### config.mk
export PLATFORM = sky130hd
export DESIGN_NAME = pool5_rm_ctrl
export DESIGN_NICKNAME = d
export VERILOG_FILES = /design/src/rtl/pool5_pkg.sv /design/src/rtl/pool5_rd_fifo.sv /design/src/rtl/pool5_rm_ctrl.sv
export SDC_FILE = /design/constraint.sdc
export NUM_CORES = 1
export LEC_CHECK = 0
export BUFFER_PORTS_ARGS = -buffer_cell sky130_fd_sc_hd__buf_2
export CELL_PAD_IN_SITES_DETAIL_PLACEMENT = 0
export CELL_PAD_IN_SITES_GLOBAL_PLACEMENT = 1
export CORE_MARGIN = 2
export CORE_UTILIZATION = 40
export DETAILED_ROUTE_END_ITERATION = 7
export GPL_ROUTABILITY_DRIVEN = 0
export GPL_TIMING_DRIVEN = 0
export PLACE_DENSITY = 0.71
export SLEW_MARGIN = 0
export SYNTH_ARGS = -nofsm -noshare
export SYNTH_HDL_FRONTEND = slang
export SYNTH_SLANG_ARGS = --single-unit
### constraint.sdc
create_clock -name clk -period 2.9 [get_ports clk]
set_input_delay 0.435 -clock clk [delete_from_list [all_inputs] [get_ports clk]]
set_output_delay 0.435 -clock clk [all_outputs]
set_load 0.01 [all_outputs]
### src/rtl/pool5_pkg.sv
// Shared definitions for the pool5 result-memory controller: FSM encoding,
// output FIFO geometry and the occupancy helper used for read throttling.
package pool5_pkg;

    typedef enum logic [1:0] {
        ST_FILL  = 2'd0,
        ST_DRAIN = 2'd1,
        ST_FLUSH = 2'd2
    } state_e;

    localparam int unsigned FIFO_DEPTH = 32'd4;
    localparam int unsigned FIFO_PTR_W = 32'd2;
    localparam int unsigned FIFO_CNT_W = 32'd3;

    // Words already buffered plus words still travelling through the RAM pipe.
    function automatic logic [FIFO_CNT_W-1:0] occupancy(
        input logic [FIFO_CNT_W-1:0] fifo_cnt,
        input logic [1:0]            inflight
    );
        return fifo_cnt + {1'b0, inflight};
    endfunction

endpackage

### src/rtl/pool5_rd_fifo.sv
// Four-entry output FIFO holding {last, data}; head is read combinationally
// so it stays stable while the consumer stalls.
module pool5_rd_fifo
    import pool5_pkg::*;
#(
    parameter int W = 65
) (
    input  logic                  clk,
    input  logic                  rst_n,
    input  logic                  push_i,
    input  logic [W-1:0]          din_i,
    input  logic                  pop_i,
    output logic [W-1:0]          dout_o,
    output logic                  empty_o,
    output logic [FIFO_CNT_W-1:0] count_o
);

    logic [W-1:0]            mem_q [FIFO_DEPTH];
    logic [FIFO_PTR_W-1:0]   wr_ptr_q;
    logic [FIFO_PTR_W-1:0]   rd_ptr_q;
    logic [FIFO_CNT_W-1:0]   count_q;
    logic                    push_s;
    logic                    pop_s;

    assign push_s  = push_i && (count_q != FIFO_CNT_W'(FIFO_DEPTH));
    assign pop_s   = pop_i && (count_q != 3'd0);
    assign empty_o = (count_q == 3'd0);
    assign count_o = count_q;
    assign dout_o  = mem_q[rd_ptr_q];

    // Storage array; contents are don't-care until counted in.
    always_ff @(posedge clk) begin
        if (push_s) begin
            mem_q[wr_ptr_q] <= din_i;
        end
    end

    // Pointer and occupancy bookkeeping.
    always_ff @(posedge clk or negedge rst_n) begin
        if (!rst_n) begin
            wr_ptr_q <= 2'd0;
            rd_ptr_q <= 2'd0;
            count_q  <= 3'd0;
        end else begin
            if (push_s) begin
                wr_ptr_q <= wr_ptr_q + 2'd1;
            end
            if (pop_s) begin
                rd_ptr_q <= rd_ptr_q + 2'd1;
            end
            case ({push_s, pop_s})
                2'b10:   count_q <= count_q + 3'd1;
                2'b01:   count_q <= count_q - 3'd1;
                default: count_q <= count_q;
            endcase
        end
    end

endmodule

### src/rtl/pool5_rm_ctrl.sv
// Buffers one pool5 frame into an external 2-cycle-latency RAM, then replays
// it NUM_PASS times to a ready/valid consumer through a small output FIFO.
module pool5_rm_ctrl
    import pool5_pkg::*;
#(
    parameter int ADDR_W    = 12,
    parameter int DATA_W    = 64,
    parameter int FRAME_LEN = 2080,
    parameter int NUM_PASS  = 1
) (
    input  logic              clk,
    input  logic              rst_n,
    input  logic              wr_valid,
    output logic              wr_ready,
    input  logic [DATA_W-1:0] wr_data,
    output logic              ram_wea,
    output logic [ADDR_W-1:0] ram_addra,
    output logic [DATA_W-1:0] ram_dina,
    output logic [ADDR_W-1:0] ram_addrb,
    input  logic [DATA_W-1:0] ram_doutb,
    output logic              rd_valid,
    input  logic              rd_ready,
    output logic [DATA_W-1:0] rd_data,
    output logic              rd_last,
    output logic              frame_done,
    output logic              busy
);

    localparam int PASS_W = 9;
    localparam logic [ADDR_W-1:0] LAST_ADDR = ADDR_W'(FRAME_LEN - 1);
    localparam logic [PASS_W-1:0] PASS_END  = PASS_W'(NUM_PASS);

    state_e                  state_q;
    logic [ADDR_W-1:0]       wr_cnt_q;
    logic [ADDR_W-1:0]       rd_addr_q;
    logic [ADDR_W-1:0]       addrb_q;
    logic [PASS_W-1:0]       pass_cnt_q;
    logic                    frame_done_q;
    logic                    rv1_q, rv2_q, rl1_q, rl2_q;
    logic                    wr_beat_s, issue_s, rd_at_end_s, fifo_empty_s;
    logic [1:0]              inflight_s;
    logic [FIFO_CNT_W-1:0]   fifo_cnt_s;
    logic [PASS_W-1:0]       pass_next_s;
    logic [DATA_W:0]         fifo_dout_s;

    assign wr_ready    = (state_q == ST_FILL);
    assign wr_beat_s   = wr_valid && wr_ready;
    assign ram_wea     = wr_beat_s;
    assign ram_addra   = wr_cnt_q;
    assign ram_dina    = wr_data;

    assign inflight_s  = {1'b0, rv1_q} + {1'b0, rv2_q};
    assign issue_s     = (state_q == ST_DRAIN) &&
                         (occupancy(fifo_cnt_s, inflight_s) < FIFO_CNT_W'(FIFO_DEPTH));
    assign rd_at_end_s = (rd_addr_q == LAST_ADDR);
    assign pass_next_s = pass_cnt_q + 9'd1;
    // The RAM samples the address in the issue cycle; otherwise it sees the last one.
    assign ram_addrb   = issue_s ? rd_addr_q : addrb_q;

    assign busy        = (state_q != ST_FILL);
    assign frame_done  = frame_done_q;
    assign rd_valid    = !fifo_empty_s;
    assign rd_data     = fifo_dout_s[DATA_W-1:0];
    assign rd_last     = fifo_dout_s[DATA_W] && !fifo_empty_s;

    // Control FSM with write/read address and pass counters.
    always_ff @(posedge clk or negedge rst_n) begin
        if (!rst_n) begin
            state_q      <= ST_FILL;
            wr_cnt_q     <= '0;
            rd_addr_q    <= '0;
            addrb_q      <= '0;
            pass_cnt_q   <= 9'd0;
            frame_done_q <= 1'b0;
        end else begin
            frame_done_q <= 1'b0;
            case (state_q)
                ST_FILL: begin
                    if (wr_beat_s) begin
                        if (wr_cnt_q == LAST_ADDR) begin
                            state_q    <= ST_DRAIN;
                            wr_cnt_q   <= '0;
                            rd_addr_q  <= '0;
                            pass_cnt_q <= 9'd0;
                        end else begin
                            wr_cnt_q <= wr_cnt_q + ADDR_W'(1'b1);
                        end
                    end
                end
                ST_DRAIN: begin
                    if (issue_s) begin
                        addrb_q <= rd_addr_q;
                        if (rd_at_end_s) begin
                            rd_addr_q  <= '0;
                            pass_cnt_q <= pass_next_s;
                            if (pass_next_s == PASS_END) begin
                                state_q <= ST_FLUSH;
                            end
                        end else begin
                            rd_addr_q <= rd_addr_q + ADDR_W'(1'b1);
                        end
                    end
                end
                ST_FLUSH: begin
                    if ((inflight_s == 2'd0) && fifo_empty_s) begin
                        frame_done_q <= 1'b1;
                        state_q      <= ST_FILL;
                    end
                end
                default: state_q <= ST_FILL;
            endcase
        end
    end

    // Tracks issued reads through the RAM latency so only their data is captured.
    always_ff @(posedge clk or negedge rst_n) begin
        if (!rst_n) begin
            rv1_q <= 1'b0;
            rv2_q <= 1'b0;
            rl1_q <= 1'b0;
            rl2_q <= 1'b0;
        end else begin
            rv1_q <= issue_s;
            rl1_q <= issue_s && rd_at_end_s;
            rv2_q <= rv1_q;
            rl2_q <= rl1_q;
        end
    end

    pool5_rd_fifo #(
        .W(DATA_W + 1)
    ) u_fifo (
        .clk     (clk),
        .rst_n   (rst_n),
        .push_i  (rv2_q),
        .din_i   ({rl2_q, ram_doutb}),
        .pop_i   (rd_valid && rd_ready),
        .dout_o  (fifo_dout_s),
        .empty_o (fifo_empty_s),
        .count_o (fifo_cnt_s)
    );

endmodule

==> impl_metrics.ini, run 1 <==
[clock_tree]
root_buffer = clkbuf_16
cts_inserted_buffers = 36
cts_tree = built
clk_pin_slew_worst_paths_ns = 0.06
holdBufCountCts = 0
cts_max_level = 2
cts.sinks = 319
cts_buffer_depth = 3
clk_latency_ns = 0.51

[cells_and_area]
area_growth_pct = 25.9
instances_no_fill = 1461
nNetsFinal = 1139
final_common_cell = edfxtp_1
antenna_cells = 0
final_cell_mix = 260 x edfxtp_1, 215 x buf_2, 78 x buf_4, 65 x mux4_2, 59 x dfrtp_1
drive_gt1_share_pct = 46.7

[grt]
grt_pass1_vias = 7121
grt-ovfl-total = 0
grt_usage_pct = 14.9
grt_max_degree = 60
grt_pass1_wl_um = 39200
grt_antenna_before_repair = 1

[setup_path]
arrival_ns = 2.43
cp-start-kind = register
setup.worst_path.class = reg -> out
worstSetupEndpointType = primary output
reg2regPathDepth = 4
critPathMaxFanout = 5
required_ns = 2.47

[synth]
syn-num-nets = 861
synthArstFlopShare_pct = 18.5
yosysSeqAreaShare_pct = 71.4
synth_area_mm2 = 0.0130
synth_ff_type = edfxtp_1
ys_types = 48
yosysWarnings = 0
netlist_instances = 716
syn_area_per_cell_um2 = 18.2
ys_ff_latch = 319
synth_edf_count = 260

[floorplanning]
die_area_mm2 = 0.0340
rows = 66
die-height_um = 184
die_w_um = 184
io_pins = 290
initial_core_util_pct = 40.3
core_area_mm2 = 0.0323

[timing]
fin_crit_sh_pct = 98.9
hold_violations = 0
clock_skew_ns = 0.0192
fin_crit_ns = 2.87
fmax_ghz = 0.349
rsz0062_at_grt = yes
slew_viol_final = 0
tns_ns = 0
max_slew_margin_pct = 47.6
setup_viol = 0
tightest_slew_ns = 0.783

[placed_design]
dp.cells = 1387
hpwlAfterDp_um = 16300
numPortBuffers = 225

[detailed_routing]
wl_per_cell_um = 17.6
viasPerCell = 4.91
vias = 7179
drtAntennaViolNets = 0
wl_um = 25800
drc_errors = 0
drtIter0Drc = 348
first_pass_iters = 5

[power]
p_leak_uw = 0.00623
p_per_area_mw_per_mm2 = 1120
vdd_drop_max_v = 0.000845

[run]
max_cap_viol_count = 0

[min_path]
min_path_type = in -> async

[run_status]
outcome = finished, final reports clean
-- final timing paths --
kind | slack (ns) | start | to
hold / removal | 0.02 | rst_n | addrb_q[6]
min in group clk | 0.14 | ram_doutb[3] | u_fifo.mem_q[0][3]
hold reg to reg | 0.35 | rl1_q | rl2_q
max in group asynchronous | 2.37 | rst_n | u_fifo.wr_ptr_q[0]
setup / recovery | 0.03 | rv2_q | ram_addrb[8]
setup reg to reg | 0.49 | u_fifo.count_o[2] | u_fifo.mem_q[0][24]
-- worst max-delay path, cell delays in order, from the launching register on --
cell     delay, ns
dfrtp_1       0.38
ha_2          0.20
ha_4          0.27
a31oi_4       0.10
xnor2_2       0.18
nor2_4        0.21
buf_6         0.17
mux2_4        0.31
buf_6         0.12
-- registers in the layout, indices dropped and copies added (netlist names) --
register and count:
u_fifo.count_o 3, ram_addra 12, rv2_q 1, rv1_q 1, state_q 2, pass_cnt_q 9
u_fifo.mem_q 260, rd_addr_q 12, u_fifo.rd_ptr_q 2, rl2_q 1, addrb_q 12, rl1_q 1
frame_done 1, u_fifo.wr_ptr_q 2
-- per-stage QoR --
step	worst slack (ns)	hold WS [ns]	instance area [µm²]	utilization (%)	total power, µW
3_5_place_dp	-0.157	0.336	14800	45.8	12800
2_1_floorplan	0.329	0.139	13000	-	10600
4_1_cts	-0.0694	0.0390	16300	50.6	18500
3_3_place_gp	-0.195	0.337	14700	45.5	12600
5_1_grt	-0.0527	0.0732	16400	50.7	19300
6_report	0.0329	0.0193	16400	50.7	18300
-- layout make-up --
type                       instances  area (µm²)
fill                            2739       15900
timing repair buffer             240        1400
tap                              442         553
sequential                       319        9280
inverter                          15        58.8
clock buffer                      43         927
clock inverter                    20         339
buffer                            94         643
multi-input combinational        288        3160
-- logic make-up after synthesis --
family | share of synthesized area [%]
buffers and inverters | 5.13
AND/OR/NAND/NOR | 4.23
adder cells (fa/ha/maj) | 1.31
multiplexers | 13.3
AO/OA/AOI/OAI | 3.23
XOR/XNOR | 1.35
flip-flops | 71.4
-- metal layers --
layer / routed length (µm) / global-route usage (%) / vias to the layer above / part of all wire, %
li1: - / - / 3300 / -
met1: 11200 / 20.3 / 3624 / 44
met2: 12400 / 24.2 / 223 / 48
met3: 1770 / 3.73 / 30 / 6.9
met4: 332 / 3.36 / 2 / 1.3
met5: 13 / 0 / - / 0.050
-- cell usage after synthesis, drive strengths merged (4+ instances only) --
library cell	count	area, µm²
nor3	5	25.0
nand2b	4	25.0
edfxtp	260	7810
nand4	10	62.6
clkbuf	18	67.6
nand2	24	90.1
mux4	65	1460
nand3	10	50.1
xnor2	13	114
buf	76	543
a21oi	5	28.8
ha	12	150
dfrtp	59	1480
a31oi	6	37.5
and3	4	25.0
o21ai	32	160
xor2	7	61.3
and2	10	62.6
o31ai	14	105
inv	15	56.3
mux2	24	270
nor2	13	51.3
-- power breakdown --
| group | switching, µW | internal, µW |
|---|---|---|
| registers | 386 | 6270 |
| clock network | 1740 | 3090 |
| logic | 3460 | 3320 |
| total | 5590 | 12700 |
-- timing repair --
action,in CTS,in global routing
gates resized for setup,43,6
endpoints found under the setup margin,61,18
buffers inserted,9,1
cloned,1,0
pin swaps,4,3
(Power assumes the default switching activity.)
==> inputs of run 2 (changes only) <==
Settings changed: ABC_AREA set to 1, CORE_UTILIZATION 40 to 39, CTS_CLUSTER_DIAMETER set to 80, PLACE_DENSITY 0.71 to 0.72.
==> impl_metrics.ini, run 2 <==
[synth]
synth_top_area_share_pct = 58.7
synth_top_cells_by_count = 260 x edfxtp_1, 173 x nor2_1, 169 x o21ai_0
synth_ff_type = edfxtp_1
synth_area_mm2 = 0.0133
syn-num-nets = 1257
synth_edf_count = 260
synthArstFlopShare_pct = 18.5
syn_area_per_cell_um2 = 12.0
ys_ff_latch = 319
yosysSeqAreaShare_pct = 69.7
yosysWarnings = 0
yosysMostFrequentCell = edfxtp_1
yosysTopAreaCell = edfxtp_1
synth_area_leaders = edfxtp_1 59%, dfrtp_1 11%, o21ai_0 6.4%, nor2_1 4.9%, buf_4 3.6%
ys_types = 35
netlist_instances = 1112

[grt]
grt_pass1_vias = 8708
grt-ovfl-total = 0
grt_pass1_wl_um = 48100
grt_max_degree = 60
grt_usage_pct = 17.3
grt_antenna_before_repair = 1

[detailed_routing]
vias = 9068
drtAntennaViolNets = 0
drtIter0Drc = 568
first_pass_iters = 5
wl_um = 31700
drc_errors = 0
viasPerCell = 4.86
wl_per_cell_um = 17.0

[setup_path]
required_ns = 2.47
r2r_slack_ns = 0.57
setup.worst_path.class = reg -> out
crit_chain = inv_1 > clkbuf_1 > o21ai_0 > o22ai_1 > buf_2
cp-start-kind = register
cp_slowest_stage_delay_ns = 0.42
slowest_stage = dfrtp_1
critPathMaxFanout = 11
worstSetupEndpointType = primary output
cpLargestDelayFamily = buffers and inverters
crit_buf_inv = 3
arrival_ns = 2.35

[power]
p_leak_uw = 0.00644
sw_frac_of_total_pct = 36.4
p_comb_share_pct = 35.9
pwr-share-clk_pct = 26.5
seqPwrFrac_pct = 37.6
power.switching_uw = 5670
p_per_area_mw_per_mm2 = 945
vdd_drop_max_v = 0.000510
internal-power_uw = 9920

[clock_tree]
root_buffer = clkbuf_16
cts_tree = built
cts_buffer_depth = 3
clk_pin_slew_worst_paths_ns = 0.06
cts_max_level = 2
cts.sinks = 319
cts_inserted_buffers = 35
clk_latency_ns = 0.53

[floorplanning]
core_area_mm2 = 0.0335
initial_core_util_pct = 39.7
die-height_um = 189
die_w_um = 189
io_pins = 290
rows = 67
die_area_mm2 = 0.0356

[timing]
setup_viol = 0
fin_crit_sh_pct = 96.2
tightest_slew_ns = 0.933
rsz0062_at_grt = no
fmax_ghz = 0.359
slew_viol_final = 0
hold_violations = 0
clock_skew_ns = 0.0353
whs_ns = 0.0223
fin_crit_ns = 2.79
max_slew_margin_pct = 37.6

[cells_and_area]
largest_reg_flops = 260
final_cell_mix = 260 x edfxtp_1, 226 x buf_2, 169 x nor2_1, 158 x o21ai_0, 103 x nand2_1
nFillCells = 3079
nNetsFinal = 1533
largest_register = u_fifo.mem_q
fin_area_mm2 = 0.0165
multiInputGateArea_mm2 = 0.00318
final_common_cell = edfxtp_1
seqCellArea_mm2 = 0.00929
drive_gt1_share_pct = 29.5
area_growth_pct = 23.9

[placed_design]
numPortBuffers = 225
place_area_mm2 = 0.0153
hpwlAfterDp_um = 21200

[run_status]
outcome = finished, final reports clean

[run]
max_cap_viol_count = 0

[min_path]
min_path_type = in -> async
[run 2: changes by cell type after synthesis, moves of 41 or more]
cell,previous run,this run
o21ai_0,32,169
nand2_1,24,104
inv_1,15,56
o22ai_1,0,64
nor2_1,12,173
mux4_2,65,0
[run 2: path summary, 6_finish.rpt]
path	start	endpoint	cells after the start
setup / recovery	u_fifo.rd_ptr_q[1]	rd_data[61]	5
hold / removal	rst_n	addrb_q[9]	1
setup reg to reg	u_fifo.count_o[0]	u_fifo.count_o[2]	7
hold reg to reg	rl1_q	rl2_q	0
max in group asynchronous	rst_n	u_fifo.rd_ptr_q[0]	1
min in group clk	ram_doutb[16]	u_fifo.mem_q[1][16]	1
[run 2: stage by stage]
step	util (%)	std cells	worst slack, ns	power [µW]	TNS, ns
final	49.2	1865	0.111	15600	0
after global routing	49.2	1862	0.00214	16500	0
after CTS	48.9	1857	0.00122	15600	0
after detailed placement	45.6	1795	0.179	11400	0
after global placement	44.7	1785	-3.28	11300	-831.56
after floorplan	-	1112	-0.956	9070	-245.21
[run 2: layer usage]
| metal | vias to the layer above | global-route usage, % | wire length [µm] |
|---|---|---|---|
| met4 | 2 | 5.44 | 833 |
| met3 | 60 | 2.63 | 1680 |
| met5 | - | 0 | 12 |
| met1 | 4367 | 23.2 | 13900 |
| met2 | 212 | 28.9 | 15300 |
| li1 | 4427 | - | - |
[run 2: layout make-up]
| type | instances | area share, % |
|---|---|---|
| clock inverter | 21 | 1.03 |
| multi-input combinational | 621 | 19.3 |
| sequential | 319 | 56.3 |
| antenna | 3 | 0.0455 |
| clock buffer | 42 | 5.47 |
| tap | 448 | 3.40 |
| timing repair buffer | 239 | 8.56 |
| buffer | 112 | 4.58 |
| inverter | 60 | 1.37 |
[run 2: power by group through the flow]
stage | clock network (µW) | logic [µW] | registers (µW)
floorplan | 0 | 3110 | 5960
global placement | 0 | 5240 | 6040
detailed placement | 0 | 5490 | 5950
CTS | 4230 | 5550 | 5860
global route | 4430 | 6200 | 5920
finish | 4130 | 5590 | 5870
[run 2: cells by family (layout without fill, tap and decap cells)]
family          Yosys count  in the layout  synth area share [%]
compound gates          251            251                  10.3
xor+xnor                 14             14                 0.921
fa+ha+maj                13             13                  1.28
buf+inv                 173            474                  6.88
flops                   319            319                  69.7
other cells               0              3                     0
simple gates            342            343                  10.8
[run 2: worst reg2reg max path: stages, from the launching register on]
cell and delay [ns]:
dfrtp_1 0.47, o31ai_4 0.62, ha_1 0.27, inv_1 0.07, fa_1 0.37, a21oi_1 0.14, o21ai_0 0.11, xor2_1 0.16
[run 2: timing repair]
item	4_1_cts	5_1_grt
endpoints found under the hold margin	0	0
endpoints found under the setup margin	77	54
buffers inserted	0	4
pin swaps	0	1
gates resized for setup	23	37
hold buffers	0	0
gates cloned	0	1
